==> src/rtl/mul_div_unit_if.sv <==
// Operand/result bundle between the EXE-stage pipeline and the mul/div unit.
// The pipeline side uses the master modport and the unit uses the slave modport.
interface mul_div_unit_if #(
  parameter int WIDTH = 32
);
  logic             start;
  logic [1:0]       op;
  logic             flush;
  logic [WIDTH-1:0] val1;
  logic [WIDTH-1:0] val2;
  logic [WIDTH-1:0] hi;
  logic [WIDTH-1:0] lo;
  logic             busy;
  logic             done;

  modport master (
    output start, op, flush, val1, val2,
    input  hi, lo, busy, done
  );

  modport slave (
    input  start, op, flush, val1, val2,
    output hi, lo, busy, done
  );
endinterface

==> src/rtl/mul_div_unit.sv <==
// Iterative radix-2 multiply/divide unit with fixed, data-independent latency.
// Signed operations run on magnitudes; signs are reapplied in a single FIX cycle.
// busy/done are registered from the current state, so they trail the FSM by one
// cycle; this keeps stall timing fixed and leaves no input-to-output paths.
module mul_div_unit #(
  parameter int WIDTH = 32
) (
  input logic           clk,
  input logic           rst,
  mul_div_unit_if.slave bus
);

  localparam int            CW        = $clog2(WIDTH + 1);
  localparam logic [CW-1:0] LAST_STEP = CW'(WIDTH - 1);

  typedef enum logic [1:0] {
    ST_IDLE = 2'd0,
    ST_CALC = 2'd1,
    ST_FIX  = 2'd2,
    ST_DONE = 2'd3
  } state_t;

  state_t             state_r;
  state_t             state_s;
  logic [CW-1:0]      cnt_r;
  logic [2*WIDTH-1:0] acc_r;
  logic [2*WIDTH-1:0] acc_step_s;
  logic [2*WIDTH-1:0] prod_s;
  logic [WIDTH-1:0]   a_r;
  logic [WIDTH-1:0]   b_r;
  logic [WIDTH-1:0]   v1_r;
  logic [WIDTH-1:0]   hi_r;
  logic [WIDTH-1:0]   lo_r;
  logic [WIDTH-1:0]   fix_hi_s;
  logic [WIDTH-1:0]   fix_lo_s;
  logic [WIDTH-1:0]   quo_s;
  logic [WIDTH-1:0]   rem_s;
  logic [WIDTH:0]     mul_sum_s;
  logic [WIDTH:0]     div_shift_s;
  logic [WIDTH:0]     div_diff_s;
  logic               is_div_r;
  logic               neg_res_r;
  logic               neg_rem_r;
  logic               busy_r;
  logic               done_r;
  logic               busy_s;
  logic               done_s;
  logic               accept_s;
  logic               load_s;
  logic               op_signed_s;

  // Magnitude of a two's-complement operand when the operation is signed.
  function automatic logic [WIDTH-1:0] abs_val(input logic [WIDTH-1:0] v,
                                               input logic             sgn);
    return (sgn && v[WIDTH-1]) ? -v : v;
  endfunction

  assign op_signed_s = ~bus.op[0];
  assign bus.hi      = hi_r;
  assign bus.lo      = lo_r;
  assign bus.busy    = busy_r;
  assign bus.done    = done_r;

  // FSM state register with synchronous reset.
  always_ff @(posedge clk) begin
    if (rst) begin
      state_r <= ST_IDLE;
    end else begin
      state_r <= state_s;
    end
  end

  // Next-state logic; flush aborts only CALC/FIX, start is honoured only when idle or done.
  always_comb begin
    state_s = state_r;
    case (state_r)
      ST_IDLE: begin
        if (bus.start) state_s = ST_CALC;
        else           state_s = ST_IDLE;
      end
      ST_CALC: begin
        if (bus.flush)                state_s = ST_IDLE;
        else if (cnt_r == LAST_STEP)  state_s = ST_FIX;
        else                          state_s = ST_CALC;
      end
      ST_FIX: begin
        if (bus.flush) state_s = ST_IDLE;
        else           state_s = ST_DONE;
      end
      ST_DONE: begin
        if (bus.start) state_s = ST_CALC;
        else           state_s = ST_IDLE;
      end
      default: state_s = ST_IDLE;
    endcase
  end

  // Output/control decode from the current state; flush drops busy on the next cycle.
  always_comb begin
    accept_s = bus.start && ((state_r == ST_IDLE) || (state_r == ST_DONE));
    busy_s   = ((state_r == ST_CALC) || (state_r == ST_FIX)) && !bus.flush;
    done_s   = (state_r == ST_DONE);
    load_s   = (state_r == ST_FIX) && !bus.flush;
  end

  // Registered status outputs.
  always_ff @(posedge clk) begin
    if (rst) begin
      busy_r <= 1'b0;
      done_r <= 1'b0;
    end else begin
      busy_r <= busy_s;
      done_r <= done_s;
    end
  end

  // One radix-2 step: shift-add for multiply, restoring shift-subtract for divide.
  always_comb begin
    mul_sum_s   = {1'b0, acc_r[2*WIDTH-1:WIDTH]} + (acc_r[0] ? {1'b0, a_r} : {(WIDTH+1){1'b0}});
    div_shift_s = {acc_r[2*WIDTH-1:WIDTH], acc_r[WIDTH-1]};
    div_diff_s  = div_shift_s - {1'b0, b_r};
    if (is_div_r) begin
      if (!div_diff_s[WIDTH]) begin
        acc_step_s = {div_diff_s[WIDTH-1:0], acc_r[WIDTH-2:0], 1'b1};
      end else begin
        acc_step_s = {div_shift_s[WIDTH-1:0], acc_r[WIDTH-2:0], 1'b0};
      end
    end else begin
      acc_step_s = {mul_sum_s, acc_r[WIDTH-1:1]};
    end
  end

  // Sign correction and special cases applied in FIX; divide-by-zero returns the raw dividend.
  always_comb begin
    prod_s = neg_res_r ? -acc_r : acc_r;
    quo_s  = neg_res_r ? -acc_r[WIDTH-1:0] : acc_r[WIDTH-1:0];
    rem_s  = neg_rem_r ? -acc_r[2*WIDTH-1:WIDTH] : acc_r[2*WIDTH-1:WIDTH];
    if (!is_div_r) begin
      fix_hi_s = prod_s[2*WIDTH-1:WIDTH];
      fix_lo_s = prod_s[WIDTH-1:0];
    end else if (b_r == {WIDTH{1'b0}}) begin
      fix_hi_s = v1_r;
      fix_lo_s = {WIDTH{1'b1}};
    end else begin
      fix_hi_s = rem_s;
      fix_lo_s = quo_s;
    end
  end

  // Operand capture, iteration datapath and result registers.
  always_ff @(posedge clk) begin
    if (rst) begin
      acc_r     <= {(2*WIDTH){1'b0}};
      a_r       <= {WIDTH{1'b0}};
      b_r       <= {WIDTH{1'b0}};
      v1_r      <= {WIDTH{1'b0}};
      is_div_r  <= 1'b0;
      neg_res_r <= 1'b0;
      neg_rem_r <= 1'b0;
      cnt_r     <= {CW{1'b0}};
      hi_r      <= {WIDTH{1'b0}};
      lo_r      <= {WIDTH{1'b0}};
    end else begin
      if (accept_s) begin
        is_div_r  <= bus.op[1];
        a_r       <= abs_val(bus.val1, op_signed_s);
        b_r       <= abs_val(bus.val2, op_signed_s);
        v1_r      <= bus.val1;
        neg_res_r <= op_signed_s & (bus.val1[WIDTH-1] ^ bus.val2[WIDTH-1]);
        neg_rem_r <= op_signed_s & bus.val1[WIDTH-1];
        acc_r     <= {{WIDTH{1'b0}}, bus.op[1] ? abs_val(bus.val1, op_signed_s)
                                               : abs_val(bus.val2, op_signed_s)};
        cnt_r     <= {CW{1'b0}};
      end else if ((state_r == ST_CALC) && !bus.flush) begin
        acc_r <= acc_step_s;
        cnt_r <= cnt_r + CW'(1);
      end
      if (load_s) begin
        hi_r <= fix_hi_s;
        lo_r <= fix_lo_s;
      end
    end
  end

endmodule

==> src/flat_wrapper.sv <==
// flat-port wrapper written by rule: the top's interface ports become plain ports
module mul_div_unit_flat 
#(
  parameter int WIDTH = 32
)
  (clk, rst, bus_start, bus_op, bus_flush, bus_val1, bus_val2, bus_hi, bus_lo, bus_busy, bus_done);
  mul_div_unit_if #(.WIDTH(WIDTH)) bus_i ();
  input logic clk;
  input logic rst;
  input wire logic [$bits(bus_i.start)-1:0] bus_start;
  input wire logic [$bits(bus_i.op)-1:0] bus_op;
  input wire logic [$bits(bus_i.flush)-1:0] bus_flush;
  input wire logic [$bits(bus_i.val1)-1:0] bus_val1;
  input wire logic [$bits(bus_i.val2)-1:0] bus_val2;
  output wire logic [$bits(bus_i.hi)-1:0] bus_hi;
  output wire logic [$bits(bus_i.lo)-1:0] bus_lo;
  output wire logic [$bits(bus_i.busy)-1:0] bus_busy;
  output wire logic [$bits(bus_i.done)-1:0] bus_done;
  assign bus_i.start = bus_start;
  assign bus_i.op = bus_op;
  assign bus_i.flush = bus_flush;
  assign bus_i.val1 = bus_val1;
  assign bus_i.val2 = bus_val2;
  assign bus_hi = bus_i.hi;
  assign bus_lo = bus_i.lo;
  assign bus_busy = bus_i.busy;
  assign bus_done = bus_i.done;
  mul_div_unit #(.WIDTH(WIDTH)) u_core (.clk(clk), .rst(rst), .bus(bus_i));
endmodule
==> config.mk <==
export PLATFORM = sky130hd
export DESIGN_NAME = mul_div_unit_flat
export DESIGN_NICKNAME = d
export VERILOG_FILES = /design/src/rtl/mul_div_unit_if.sv /design/src/rtl/mul_div_unit.sv /design/src/flat_wrapper.sv
export SDC_FILE = /design/constraint.sdc
export NUM_CORES = 1
export LEC_CHECK = 0
export CELL_PAD_IN_SITES_DETAIL_PLACEMENT = 1
export CELL_PAD_IN_SITES_GLOBAL_PLACEMENT = 1
export CORE_AREA = 2 2 268 190
export DETAILED_ROUTE_END_ITERATION = 6
export DIE_AREA = 0 0 270 192
export DONT_BUFFER_PORTS = 1
export GPL_TIMING_DRIVEN = 1
export PLACE_DENSITY_LB_ADDON = 0.1
export SKIP_CTS_REPAIR_TIMING = 1
export SYNTH_ARGS = -nofsm -noshare
export SYNTH_HDL_FRONTEND = slang
export SYNTH_SLANG_ARGS = --single-unit
==> constraint.sdc <==
create_clock -name clk -period 6.5 [get_ports clk]
set_input_delay 1.3 -clock clk [delete_from_list [all_inputs] [get_ports clk]]
set_output_delay 1.3 -clock clk [all_outputs]
set_load 0.1 [all_outputs]
Word-level counts from Yosys, hierarchy flattened
Index checks and enable logic that the tools add are counted.
- RAM bits: 0
- output and inout bits: 66
- bits of input ports: 70
- logic and storage cells: 64
- bits in registers: 237
- bits in read-only memories: 0
- bits in latches: 0
- memories: 0
- add/sub/neg operators: 8
- reductions and logical operators: 14
- bitwise operators: 4
- equal/unequal tests: 4
- mux-type cells: 20
- shifts and indexed selects: 0
- $lt $le $gt $ge: 0
- multipliers: 0
- div/mod/pow operators: 0
- operator list (operator ; count):
    2-to-1 mux 32 bit ; 12
    2-to-1 mux 64 bit ; 3
    negator 32 bit ; 4
    negator 64 bit ; 1
    adder 32 x 32 -> 33 bit ; 1
    subtractor 33 x 32 -> 33 bit ; 1
    zero test 32 bit ; 1
    adder 6 x 1 -> 6 bit (second input constant) ; 1
    == test 6 x 5 -> 1 bit (second input constant) ; 1
    logical AND 1 bit ; 6
    2-to-1 mux 2 bit ; 3
    one-hot mux 2 bit (3 select lines) ; 1
    == test 2 bit (second input constant) ; 2
    OR reduction 2 bit ; 2
    bitwise AND 1 bit ; 2
    == test 2 x 1 -> 1 bit (second input constant) ; 1
    zero test 2 bit ; 1
    logical OR 1 bit ; 2
    nonzero test 2 bit ; 1
    zero test 1 bit ; 1
    2-to-1 mux 1 bit ; 1
    inverter 1 bit ; 1
    bitwise XOR 1 bit ; 1

Longest topological paths before layout
- depth after elaboration: 5
- mapped depth: 15

Worst setup path before layout
Ideal clock, no wire load.
- path type: input to register
- start: input port bus_val2[8]
- end: register u_core.acc_r[29]
- library setup time: 0.126 ns
- buffers on the path: 0
- stages on the path: 10
- arrival time: 3.675 ns
- path slack: 2.700 ns
- cells stage by stage: or4_1 > nor4_2 > nand2_1 > or3_1 > or4_1 > o31ai_2 > xor2_1 > nand2_1 > nand2_1 > o21ai_0
- cells in the longest elaborated chain, start to end: 4
- ends and longest elaborated chain (element ; line ; source):
    from (decl) ; flat_wrapper.sv:14 ; input wire logic [$bits(bus_i.val2)-1:0] bus_val2;
    negator 32 bit ; mul_div_unit.sv:55 ; return (sgn && v[WIDTH-1]) ? -v : v;
    2-to-1 mux 32 bit ; mul_div_unit.sv:55 ;
    2-to-1 mux 32 bit ; mul_div_unit.sv:171 ; acc_r <= {{WIDTH{1'b0}}, bus.op[1] ? abs_val(bus.val1, op_signed_s)
    2-to-1 mux 32 bit ; mul_div_unit.sv:164 ; if (accept_s) begin
    to (signal assigned) ; mul_div_unit.sv:153 ; acc_r <= {(2*WIDTH){1'b0}};
    to (signal assigned) ; mul_div_unit.sv:171 ;
    to (signal assigned) ; mul_div_unit.sv:175 ; acc_r <= acc_step_s;
    to (decl) ; mul_div_unit.sv:26 ; logic [2*WIDTH-1:0] acc_r;
No other way between the ends.
A chain may end at the register's enable or synchronous reset.

Worst setup path after layout
- start: register u_core.acc_r[32]
- end: register u_core.acc_r[0]
- cells in the longest elaborated chain, start to end: 5
- ends and longest elaborated chain (element ; line ; source):
    subtractor 33 x 32 -> 33 bit ; mul_div_unit.sv:121 ; div_diff_s = div_shift_s - {1'b0, b_r};
    2-to-1 mux 64 bit ; mul_div_unit.sv:123 ; if (!div_diff_s[WIDTH]) begin
    2-to-1 mux 64 bit ; mul_div_unit.sv:122 ; if (is_div_r) begin
    2-to-1 mux 32 bit ; mul_div_unit.sv:174 ; end else if ((state_r == ST_CALC) && !bus.flush) begin
    2-to-1 mux 32 bit ; mul_div_unit.sv:164 ;
No other way between the ends. The select of a mux whose other input is x is not followed.

==> metrics list <==
* Slew at the pin closest to its max-slew limit: 1.31 ns
* Category of the worst setup path capture point: register
* Areal power density over the cells: 232 mW/mm^2
* Logic depth of the worst register-to-register path: 13
* Core outline area: 0.0491 sq mm
* Number of buffers and inverters on the critical path: 2
- Library cell contributing the largest single delay on the critical path: sky130_fd_sc_hd__xor2_4
* Share of the yosys chip area belonging to registers: 27.6%
* Beginning of the worst hold path: u_core.v1_r[25]
- Clock tree synthesis selected as its root buffer the cell sky130_fd_sc_hd__clkbuf_16.
- Fin Clk Skew: 0.0344 ns
* Via density per instance: 5.82
- The most common cell in the synthesized netlist is sky130_fd_sc_hd__nand2_1.
- Across the VDD grid, the largest voltage drop is 0.156 mV.
- Launch instance of the worst register-to-register path: u_core.acc_r[32]
* Cells along the critical path: inv_1, fa_1, nand2b_1, a21oi_1, o211ai_1, nand3_1, a31oi_1, o31ai_1, xor2_4, buf_4, nand2_1, o2111a_1, a2111oi_0
* Number of ports placed on the die boundary: 136
- Entering global routing, the biggest net connects 200 pins.
- Type of the most critical hold path: register to register
- Grouping stages by cell kind, the critical path spends the most delay in compound AO/OA/AOI/OAI gates.
* Max-Cap Viols: 0
- Average footprint of a synthesized cell: 7.46 sq um
- Cell type with the highest aggregate area in the netlist: sky130_fd_sc_hd__dfxtp_1
- Counting flops and latches in the post-synthesis netlist gives 236.
- The initialized floorplan defines 68 standard-cell rows.
- Setup slack on the worst flop-to-flop path: 1.95 ns
* X dimension of the die: 270 microns
- Worst Setup Path Type: register to register
- TritonCTS built the clock tree.
- The number of hold violations in the final report came to 0.
- Setup total negative slack: 0 ns
* Leftover overflow at the end of global routing: 0
- In this run the critical register-to-register path is captured at u_core.acc_r[0].
- In the synthesized netlist the dominant register cell turns out to be sky130_fd_sc_hd__dfxtp_1.
- On the final layout, the worst hold slack is 0.454 ns.
- Detailed placement finished with a half-perimeter wire length of 55200 microns.
- Minimum clock period: 4.55 ns
* DR DRC count: 0
* Maximum number of buffers from clock root to sink: 3
- The count of nets left with antenna violations once routing finished came out at 0.
* CTS Buf Count: 28
* Static power due to leakage: 7.00 nW
- All-layer global routing usage: 26.9%
- Routability congestion estimate from global placement: 0.889
- Final-stage net count: 2319
- At the end of the flow the core is filled with cells to 37.5%.
* Total power consumption of the routed design: 4.27 mW
* Starting utilization of the core area: 34.9%
- Clock-pin slew was measured on the worst setup and hold paths at 0.06 ns.
- In the synthesized netlist, the number of instances is 2294.
- The cell area that synthesis handed to floorplanning was 0.0171 sq mm.
- Global-route wire length before repair: 106000 microns
- Port Buffer Count: 0
- In the final routed layout, each cell accounts on average for 25.1 microns.
- The floorplan step defined a die boundary enclosing 0.0518 sq mm.
* Area overhead of the layout relative to synthesis: 7.55%
* YS warnings: 0
* Top area cells in the synthesized netlist: sky130_fd_sc_hd__dfxtp_1 28%, sky130_fd_sc_hd__a21oi_1 6.7%, sky130_fd_sc_hd__nand2_1 6.1%
- The initial antenna violation count is 1.
- Nature of the critical path startpoint: register
* Post-place instance area: 0.0174 sq mm
* Max frequency: 220 MHz
* Biggest fanout along the worst timing path: 29
* Max Slew Vio Count: 0
- Via count of the routed design: 16600
- The worst pin sits at a relative slew slack of 12.6%.
- Vertical die dimension: 192 microns
- Slowest cell delay on critical path: 0.81 ns
- Counting every net in the synthesized netlist gives 2439.
* DRT Wirelength: 71900 microns
- Number of enable flip-flop cells after synthesis: 0
- Final-report setup violation count: 0
- Maximum level of the CTS H-tree: 1
* Outcome: finished, final reports clean
- Proportion of layout cells with a drive suffix above 1: 5.25%
* End point of the worst hold path: u_core.v1_r[25]
- Count of different cell masters after synthesis: 80
* Via count of the first global-routing pass: 16100
* Non-Filler Cell Area, Final: 0.0184 sq mm
- First drt pass iteration count: 5
- Setup repair after global routing left no endpoint under its margin.
* Share of Yosys cell area claimed by the top area cell type: 27.6%
* Required @ worst endpoint: 6.94 ns
- Insertion delay to the later sink of the worst-skew pair: 0.59 ns
- CTS sink count: 236
- Ranking of synthesized cells by instance count: 279 x sky130_fd_sc_hd__nand2_1, 242 x sky130_fd_sc_hd__nor2_1, 236 x sky130_fd_sc_hd__dfxtp_1
- Violation count after the first detailed-route iteration: 1389
- STA puts the critical path data arrival time at 5.00 ns.
- Counting instances, the worst hold path has a depth of 2.
- In the finished design, the share of the clock period the worst path needs comes to 70.1%.
* Share of flip-flops with an asynchronous set or reset after synthesis: 0%
-- per-layer routing --
metal | wire length, microns | global-route usage (%) | up-vias
met5 | 0 | 0 | -
met4 | 1260 | 4.83 | 0
met3 | 4560 | 5.26 | 63
met2 | 29200 | 38.6 | 377
met1 | 36800 | 41.2 | 8310
li1 | - | - | 7896
-- layout by cell type (no fill, tap or decap), types with 29 or more instances in the layout --
cell / n
sky130_fd_sc_hd__o31ai_1: 30
sky130_fd_sc_hd__dfxtp_1: 234
sky130_fd_sc_hd__and2_1: 35
sky130_fd_sc_hd__ha_1: 73
sky130_fd_sc_hd__a21o_1: 35
sky130_fd_sc_hd__mux2i_1: 59
sky130_fd_sc_hd__xor2_1: 115
sky130_fd_sc_hd__inv_1: 66
sky130_fd_sc_hd__nor3_1: 35
sky130_fd_sc_hd__nor2_1: 242
sky130_fd_sc_hd__xnor2_1: 90
sky130_fd_sc_hd__a211oi_1: 114
sky130_fd_sc_hd__nand2_1: 278
sky130_fd_sc_hd__nand3_1: 35
sky130_fd_sc_hd__o211ai_1: 41
sky130_fd_sc_hd__o21ai_0: 140
sky130_fd_sc_hd__clkbuf_16: 29
sky130_fd_sc_hd__a21oi_1: 229
-- flip-flops by register name, summed over array words and instances, names as in the netlist --
name / count
u_core.neg_rem_r: 1
u_core.a_r: 31
u_core.state_r: 2
u_core.acc_r: 64
u_core.bus.lo: 32
u_core.bus.done: 1
u_core.v1_r: 32
u_core.bus.busy: 1
u_core.neg_res_r: 1
u_core.b_r: 32
u_core.bus.hi: 32
u_core.cnt_r: 6
u_core.is_div_r: 1
-- tightest hold or removal path: cells and delay by family (launching register included) --
family | cells | cell delay (ns)
AOI/OAI and AO/OA | 1 | 0.05
DFF | 1 | 0.31
and+or+nand+nor | 1 | 0.05
-- through the flow --
step	worst slack, ns	cells
floorplan	2.70	2294
global placement	2.07	2809
detailed placement	2.04	2809
CTS	1.99	2857
global route	1.77	2857
finish	1.95	2859
-- worst max-delay path by stage --
stage / from / endpoint / slack [ns] / cells past startpoint
6_report: u_core.acc_r[32] / u_core.acc_r[0] / 1.95 / 13
5_1_grt: u_core.acc_r[32] / u_core.acc_r[0] / 1.77 / 13
4_1_cts: u_core.acc_r[32] / u_core.acc_r[0] / 1.99 / 13
3_5_place_dp: u_core.acc_r[32] / u_core.acc_r[0] / 2.04 / 13
3_3_place_gp: u_core.acc_r[32] / u_core.acc_r[37] / 2.07 / 13
2_1_floorplan: bus_val2[8] / u_core.acc_r[29] / 2.70 / 10
-- report_power, final --
part	total (mW)	internal (mW)	switching (mW)
Sequential	1.63	1.52	0.110
Combinational	0.926	0.325	0.600
Clock	1.71	1.01	0.698
-- area by class of cell --
type / count / area [sq um]
multi-input combinational: 1813 / 11400
sequential: 236 / 4730
tap: 665 / 832
clock buffer: 40 / 847
timing repair buffer: 28 / 235
clock inverter: 8 / 121
antenna: 2 / 5.00
fill: 6027 / 30700
inverter: 67 / 251
-- cell families after synthesis --
group / count (synthesis) / share of synthesized area (%)
fa+ha+maj: 75 / 5.57
mux: 65 / 3.85
simple gates: 772 / 20.9
xor+xnor: 206 / 10.5
compound gates: 695 / 25.4
flops: 236 / 27.6
buf+inv: 245 / 6.12
Note: power is estimated with default switching activity, not from simulation.
